## config.mk

```make
export PLATFORM = sky130hd
export DESIGN_NAME = multdiv_controller
export DESIGN_NICKNAME = d
export VERILOG_FILES = /design/src/rtl/md_ctrl_pkg.sv /design/src/rtl/md_decode.sv /design/src/rtl/multdiv_controller.sv
export SDC_FILE = /design/constraint.sdc
export NUM_CORES = 1
export LEC_CHECK = 0
export ABC_AREA = 1
export BUFFER_PORTS_ARGS = -buffer_cell sky130_fd_sc_hd__buf_2
export CORE_MARGIN = 2
export CORE_UTILIZATION = 46
export DETAILED_ROUTE_END_ITERATION = 16
export PLACE_DENSITY = 0.8
export SYNTH_ARGS = -nofsm -noshare
export SYNTH_HDL_FRONTEND = slang
export SYNTH_SLANG_ARGS = --single-unit
```

## constraint.sdc

```tcl
create_clock -name clock -period 1.8 [get_ports clock]
set_input_delay 0.45 -clock clock [delete_from_list [all_inputs] [get_ports clock]]
set_output_delay 0.45 -clock clock [all_outputs]
set_load 0.01 [all_outputs]
```

## src/rtl/md_ctrl_pkg.sv

```systemverilog
// Shared encodings for the multiply/divide sequencer and anything else that
// needs to recognise mul/div instructions.
package md_ctrl_pkg;

  localparam logic [4:0] OPC_RTYPE   = 5'b00000;
  localparam logic [4:0] ALU_MUL     = 5'b00110;
  localparam logic [4:0] ALU_DIV     = 5'b00111;
  localparam logic [4:0] RSTATUS_REG = 5'd30;

  typedef enum logic [1:0] {
    S_IDLE,
    S_ISSUE,
    S_WAIT,
    S_WRITEBACK
  } md_state_e;

endpackage

```

## src/rtl/md_decode.sv

```systemverilog
// Combinational mul/div recogniser; also usable by the hazard unit.
module md_decode
  import md_ctrl_pkg::*;
(
  input  logic [31:0] insn,
  output logic        is_mult,
  output logic        is_div,
  output logic [4:0]  rd
);

  logic rtype;
  logic unused_insn_bits;

  assign rtype            = (insn[31:27] == OPC_RTYPE);
  assign is_mult          = rtype && (insn[6:2] == ALU_MUL);
  assign is_div           = rtype && (insn[6:2] == ALU_DIV);
  assign rd               = insn[26:22];
  assign unused_insn_bits = ^{insn[21:7], insn[1:0]};

endmodule

```

## src/rtl/multdiv_controller.sv

```systemverilog
// Sequences one mul/div through the shared iterative unit: stall, start pulse,
// bounded wait for completion, then a single write-back of result or rstatus.
module multdiv_controller
  import md_ctrl_pkg::*;
#(
  parameter int unsigned MD_TIMEOUT   = 40,
  parameter int unsigned RSTATUS_MULT = 4,
  parameter int unsigned RSTATUS_DIV  = 5
) (
  input  logic        clock,
  input  logic        reset,
  input  logic [31:0] insn_x,
  input  logic        valid_x,
  input  logic [31:0] operand_a,
  input  logic [31:0] operand_b,
  output logic        md_ctrl_mult,
  output logic        md_ctrl_div,
  output logic [31:0] md_operand_a,
  output logic [31:0] md_operand_b,
  input  logic [31:0] md_result,
  input  logic        md_ready,
  input  logic        md_exception,
  output logic        stall,
  output logic        busy,
  output logic        wb_valid,
  output logic [4:0]  wb_rd,
  output logic [31:0] wb_data
);

  localparam int unsigned      CW       = $clog2(MD_TIMEOUT);
  localparam logic [CW-1:0]    CNT_LAST = CW'(MD_TIMEOUT - 1);
  localparam logic [31:0]      RS_MULT  = 32'(RSTATUS_MULT);
  localparam logic [31:0]      RS_DIV   = 32'(RSTATUS_DIV);

  md_state_e     state;
  logic [CW-1:0] cnt;
  logic          op_div;
  logic [4:0]    rd_q;

  logic          dec_mult;
  logic          dec_div;
  logic [4:0]    dec_rd;
  logic          detect;
  logic          wait_done;
  logic          wait_exc;

  md_decode u_decode (
    .insn    (insn_x),
    .is_mult (dec_mult),
    .is_div  (dec_div),
    .rd      (dec_rd)
  );

  assign detect = valid_x && (dec_mult || dec_div);

  // A ready in the final allowed cycle wins over the timeout.
  assign wait_done = md_ready || (cnt == CNT_LAST);
  assign wait_exc  = md_ready ? md_exception : 1'b1;

  // IDLE term is combinational so the detecting cycle itself is frozen.
  assign stall = ((state == S_IDLE) && detect) || (state == S_ISSUE) || (state == S_WAIT);
  assign busy  = (state != S_IDLE);

  always_ff @(posedge clock or negedge reset) begin
    if (!reset) begin
      state        <= S_IDLE;
      cnt          <= '0;
      op_div       <= 1'b0;
      rd_q         <= '0;
      md_operand_a <= '0;
      md_operand_b <= '0;
      md_ctrl_mult <= 1'b0;
      md_ctrl_div  <= 1'b0;
      wb_valid     <= 1'b0;
      wb_rd        <= '0;
      wb_data      <= '0;
    end else begin
      md_ctrl_mult <= 1'b0;
      md_ctrl_div  <= 1'b0;
      wb_valid     <= 1'b0;
      case (state)
        S_IDLE: begin
          if (detect) begin
            md_operand_a <= operand_a;
            md_operand_b <= operand_b;
            rd_q         <= dec_rd;
            op_div       <= dec_div;
            md_ctrl_mult <= dec_mult;
            md_ctrl_div  <= dec_div;
            state        <= S_ISSUE;
          end
        end
        S_ISSUE: begin
          cnt   <= '0;
          state <= S_WAIT;
        end
        S_WAIT: begin
          if (cnt != CNT_LAST) cnt <= cnt + 1'b1;
          if (wait_done) begin
            wb_valid <= wait_exc || (rd_q != 5'd0);
            wb_rd    <= wait_exc ? RSTATUS_REG : rd_q;
            wb_data  <= wait_exc ? (op_div ? RS_DIV : RS_MULT) : md_result;
            state    <= S_WRITEBACK;
          end
        end
        default: state <= S_IDLE;
      endcase
    end
  end

endmodule

```

* After elaboration in Yosys (flattened, before gate mapping) *
Cells that the tools add are included.

word-level totals
  logic and storage cells = 54
  input port bits = 133
  flip-flop bits (word level) = 118
  output and inout port bits = 106

operators by class
  $add $sub $neg = 1
  reductions and logical operators = 18
  eq/ne operators = 9
  muxes and demuxes = 15

operators with widths
  kind                 count
  $mux 32              1
  $pmux 6 s2           1
  $eq 5x3->1 const B   2
  $mux 1               8
  $reduce_and 2->1     4
  $add 6x1->6 const B  1
  $eq 6x6->1 const B   1
  $mux 6               1
  $ne 6x6->1 const B   1
  $pmux 2 s3           1
  $logic_not 5->1      1
  $logic_or 1x1->1     5
  $mux 5               1
  $reduce_bool 5->1    1
  $logic_and 1x1->1    4
  $mux 2               2
  $ne 2x2->1 const B   2
  $reduce_bool 2->1    2
  $eq 2x1->1 const B   1
  $eq 2x2->1 const B   1
  $logic_not 2->1      1
  $ne 2x1->1 const B   1

* Depth between registers and ports, before layout *
  word-level depth = 7
  gate-level depth with buffers = 10
  depth with buffers taken out = 8

* Hierarchy *
A second synthesis with hierarchy kept.

second synthesis, totals
  cell total of the unflattened synthesis = 563
  area, all modules = 5047.3 µm²

by module, submodules not included
  module              instances  area each (µm²)  seq. area each (µm²)  cells each
  multdiv_controller  1          4953.5           2952.8                546
  md_decode           1          93.8             0.0                   17

* Least setup slack after synthesis *
Ideal clock, no wire load.

  path type = register to output
  from = register state[0]
  to = output stall
  arrival time = 1277 ps
  cell stages (with the launch flop) = 7
  required time = 1350 ps
  setup slack = 73 ps
  path through = dfrtp_1 -> inv_1 -> ha_1 -> buf_2 -> nand2_1 -> clkbuf_1 -> nand3_1

between the ends
  word-level cells in the longest chain between the ends = 4
  elaborated cells on any way between the ends = 6
  classes of those cells = 2 x eq/ne; 4 x reduce/logical

ends and longest elaborated chain
  item                    line                      RTL
  start, declared         multdiv_controller.sv:35  md_state_e state;
  start signal, assigned  multdiv_controller.sv:66  state <= S_IDLE;
  start signal, assigned  multdiv_controller.sv:90  state <= S_ISSUE;
  start signal, assigned  multdiv_controller.sv:95  state <= S_WAIT;
  $logic_not 2->1         multdiv_controller.sv:61  assign stall = ((state == S_IDLE) && detect) || (state == S_ISSUE) || (state == S_WAIT);
  $logic_and 1x1->1       multdiv_controller.sv:61
  $logic_or 1x1->1        multdiv_controller.sv:61
  $logic_or 1x1->1 (*)    multdiv_controller.sv:61
  end, declared           multdiv_controller.sv:23  output logic stall,

Mark *: on every way between the ends. The rest lies on a longest branch, timed or not.

* Worst setup path in the final report *
  from = register state[1]
  to = output stall

Same word-level chain as after synthesis.

==> reports/qor.yml <==
timing:
  report.final.hold_viol_count: 0
  period_minus_slack_ps: 1880
  post-route-period-util_pct: 105
  rsz0062_at_grt: "true"
  fmax_mhz: 531
  slew-limit-headroom_pct: 52.4
  setup_viol: 1
  worst_pin_slew_ps: 714
  fin_skew_ps: 6.28
  drv_slew: 0
  fin_hold_ws_ps: 157
  setup_ws_ps: -83.4
synthesis:
  ys_warn_count: 0
  syn_avg_cell_area_sq_um: 8.98
  ys_types: 23
  yosysSeqAreaShare_pct: 59.3
  yosys_register_bits: 118
  yosysTopAreaCell: "dfrtp_1"
  synthCells: 554
  ys_top_cells_by_area: "dfrtp_1, nand2_1, nand3_1"
  synth_nets: 692
  synth_top_area_share_pct: 59.3
  synthesis.area_sq_um: 4980
detailed_routing:
  drt_first_pass_iters: 4
  route.detailed.drc: 0
  drt_iter0_drc: 287
  via_count: 4473
  dr_wl_met3_um: 1220
  via_per_inst: 4.84
  wl_met1_um: 4840
  wl_per_cell_um: 13.4
  wl_met2_um: 6050
  routed_wl_um: 12400
  highest_layer: "met5"
  antenna_left: 0
floorplan:
  row_count: 37
  die_y_um: 108
  start_util_pct: 47.8
  fp.dieW_um: 108
  ioPinCount: 239
  dieArea_sq_um: 11700
  core_area_sq_um: 10400
critical_path:
  timing.rr.start: "state[1]"
  reg2reg_slack_ps: 130
  crit_arrival_ps: 1430
  required_ps: 1350
  cp-start-kind: "register"
  r2r-end: "op_div"
  rr_worst_depth: 5
  criticalPathCategory: "register to primary output"
  cp-end-kind: "primary output"
  crit_start: "state[1]"
  cp_max_fo: 3
placement:
  preCtsSetupSlack_ps: 24.7
  dp_hpwl_um: 8840
  gp_congestion: 0.787
  io_buffers: 221
layout:
  final_nets: 913
  multiInputGateArea_sq_um: 1750
  drive_above_1_share_pct: 36.8
  finalCoreUtilization_pct: 66.1
  regArea_sq_um: 2950
  syn_to_final_growth_pct: 38.3
  nFillCells: 856
  antenna_cells: 0
global_routing:
  grt_pass1_vias: 4368
  antenna_found_initial: 1
  grt_usage_pct: 21.7
  grt_remaining_overflow: 0
  grt_max_degree: 74
  grt_pass1_wl_um: 19700
run_status:
  status: "finished with violations"
  violations: "negative setup slack"
hold_path:
  hold_path_class: "primary input to register"
  worstHoldStart: "insn_x[2]"
  min_to: "md_ctrl_mult"
  holdPathStages: 2
clocking:
  clk_pin_slew_ps: 50
  htree_levels: 4
  cts_sinks: 118
  tritoncts: "yes"
  clock_latency_ps: 500
  cts-root-buf: "clkbuf_8"
  clk_path_buf_depth: 2
  cts_buffers: 17
power:
  leakagePower_nw: 4.02
  peakVddDrop_uv: 603
  power_density_nw_per_um2: 1360
run:
  maxCapViolations: 0
## Yosys cell counts
master / instances
a21oi_1: 1
a21oi_2: 1
buf_2: 9
buf_4: 2
buf_6: 14
clkbuf_1: 10
dfrtp_1: 118
ha_1: 5
inv_1: 14
inv_2: 2
nand2_1: 227
nand3_1: 82
nand3_2: 1
nor2_1: 22
nor2_4: 1
nor3_1: 1
nor4_1: 1
o21ai_0: 8
o21ai_1: 24
o21ai_2: 8
o21bai_1: 1
o31ai_1: 1
xor2_1: 1
## area by class of cell
class / instances / share of cell area (%)
repair buffers: 237 / 18.8
inverters: 16 / 0.909
clock inverters: 8 / 2.44
multi-input cells: 385 / 25.5
well taps: 136 / 2.47
flip-flops and latches: 118 / 42.9
clock buffers: 24 / 6.98
## power breakdown
part | switching (W) | total [W] | internal (W)
Combinational | 0.00140 | 0.00234 | 0.000938
Clock | 0.00111 | 0.00364 | 0.00253
Sequential | 0.000264 | 0.00337 | 0.00311
## per-layer routing
layer,vias to the layer above,global-route usage (%)
li1,2210,-
met1,2020,25.8
met2,216,35.8
met3,25,7.47
met4,2,9.34
met5,-,0
## worst max-delay path, cell delays in order (launching register included)
cell and delay (ps):
dfrtp_1 430, inv_2 80, ha_4 180, nand2_2 60, nand3_2 70, buf_6 120
## repair_timing
item | 4_1_cts | 5_1_grt
endpoints found under the setup margin | 2 | 4
endpoints found under the hold margin | 18 | 0
hold buffers | 1 | 0
resized for setup | 10 | 4
setup buffers | 3 | 0
pin swaps | 2 | 0
## logic make-up after synthesis
family | Yosys count | synth area share (%)
fa+ha+maj | 5 | 1.26
simple gates | 335 | 27.7
buf+inv | 51 | 6.34
flops | 118 | 59.3
xor+xnor | 1 | 0.176
compound gates | 44 | 5.21
## stage by stage
stage	cell area, sq um	std cells	total power [W]	setup TNS, ps
2_1_floorplan	4980	554	0.00469	0
3_3_place_gp	6150	888	0.00548	0
3_5_place_dp	6150	888	0.00557	0
4_1_cts	6870	924	0.00940	-134
5_1_grt	6880	924	0.00989	-217
6_report	6880	924	0.00935	-83.4
## worst max path at each step
stage / end / slack, ps / cells past startpoint
after floorplan: stall / 70 / 6
after global placement: op_div / 70 / 8
after detailed placement: op_div / 20 / 8
after CTS: stall / -90 / 5
after global routing: stall / -150 / 5
final: stall / -80 / 5
## sequential cells by signal (all words and copies together), names as in the netlist, 2 cells and up
signal and flops:
wb_data 32, rd_q 5, md_operand_b 32, wb_rd 5, state 2, md_operand_a 32
cnt 6
## cell usage in the layout (no fill, tap or decap), drive strengths merged
cell,instances
nor2,23
clkinvlp,1
o21bai,1
nor4,1
clkbuf,24
ha,5
a21oi,2
o21ai,40
bufinv,5
inv,16
o31ai,1
clkinv,2
buf,236
nand3,83
dfrtp,118
nor3,1
dlygate4sd3,1
xor2,1
nand2,227
Power figures use the tool's default switching activity.
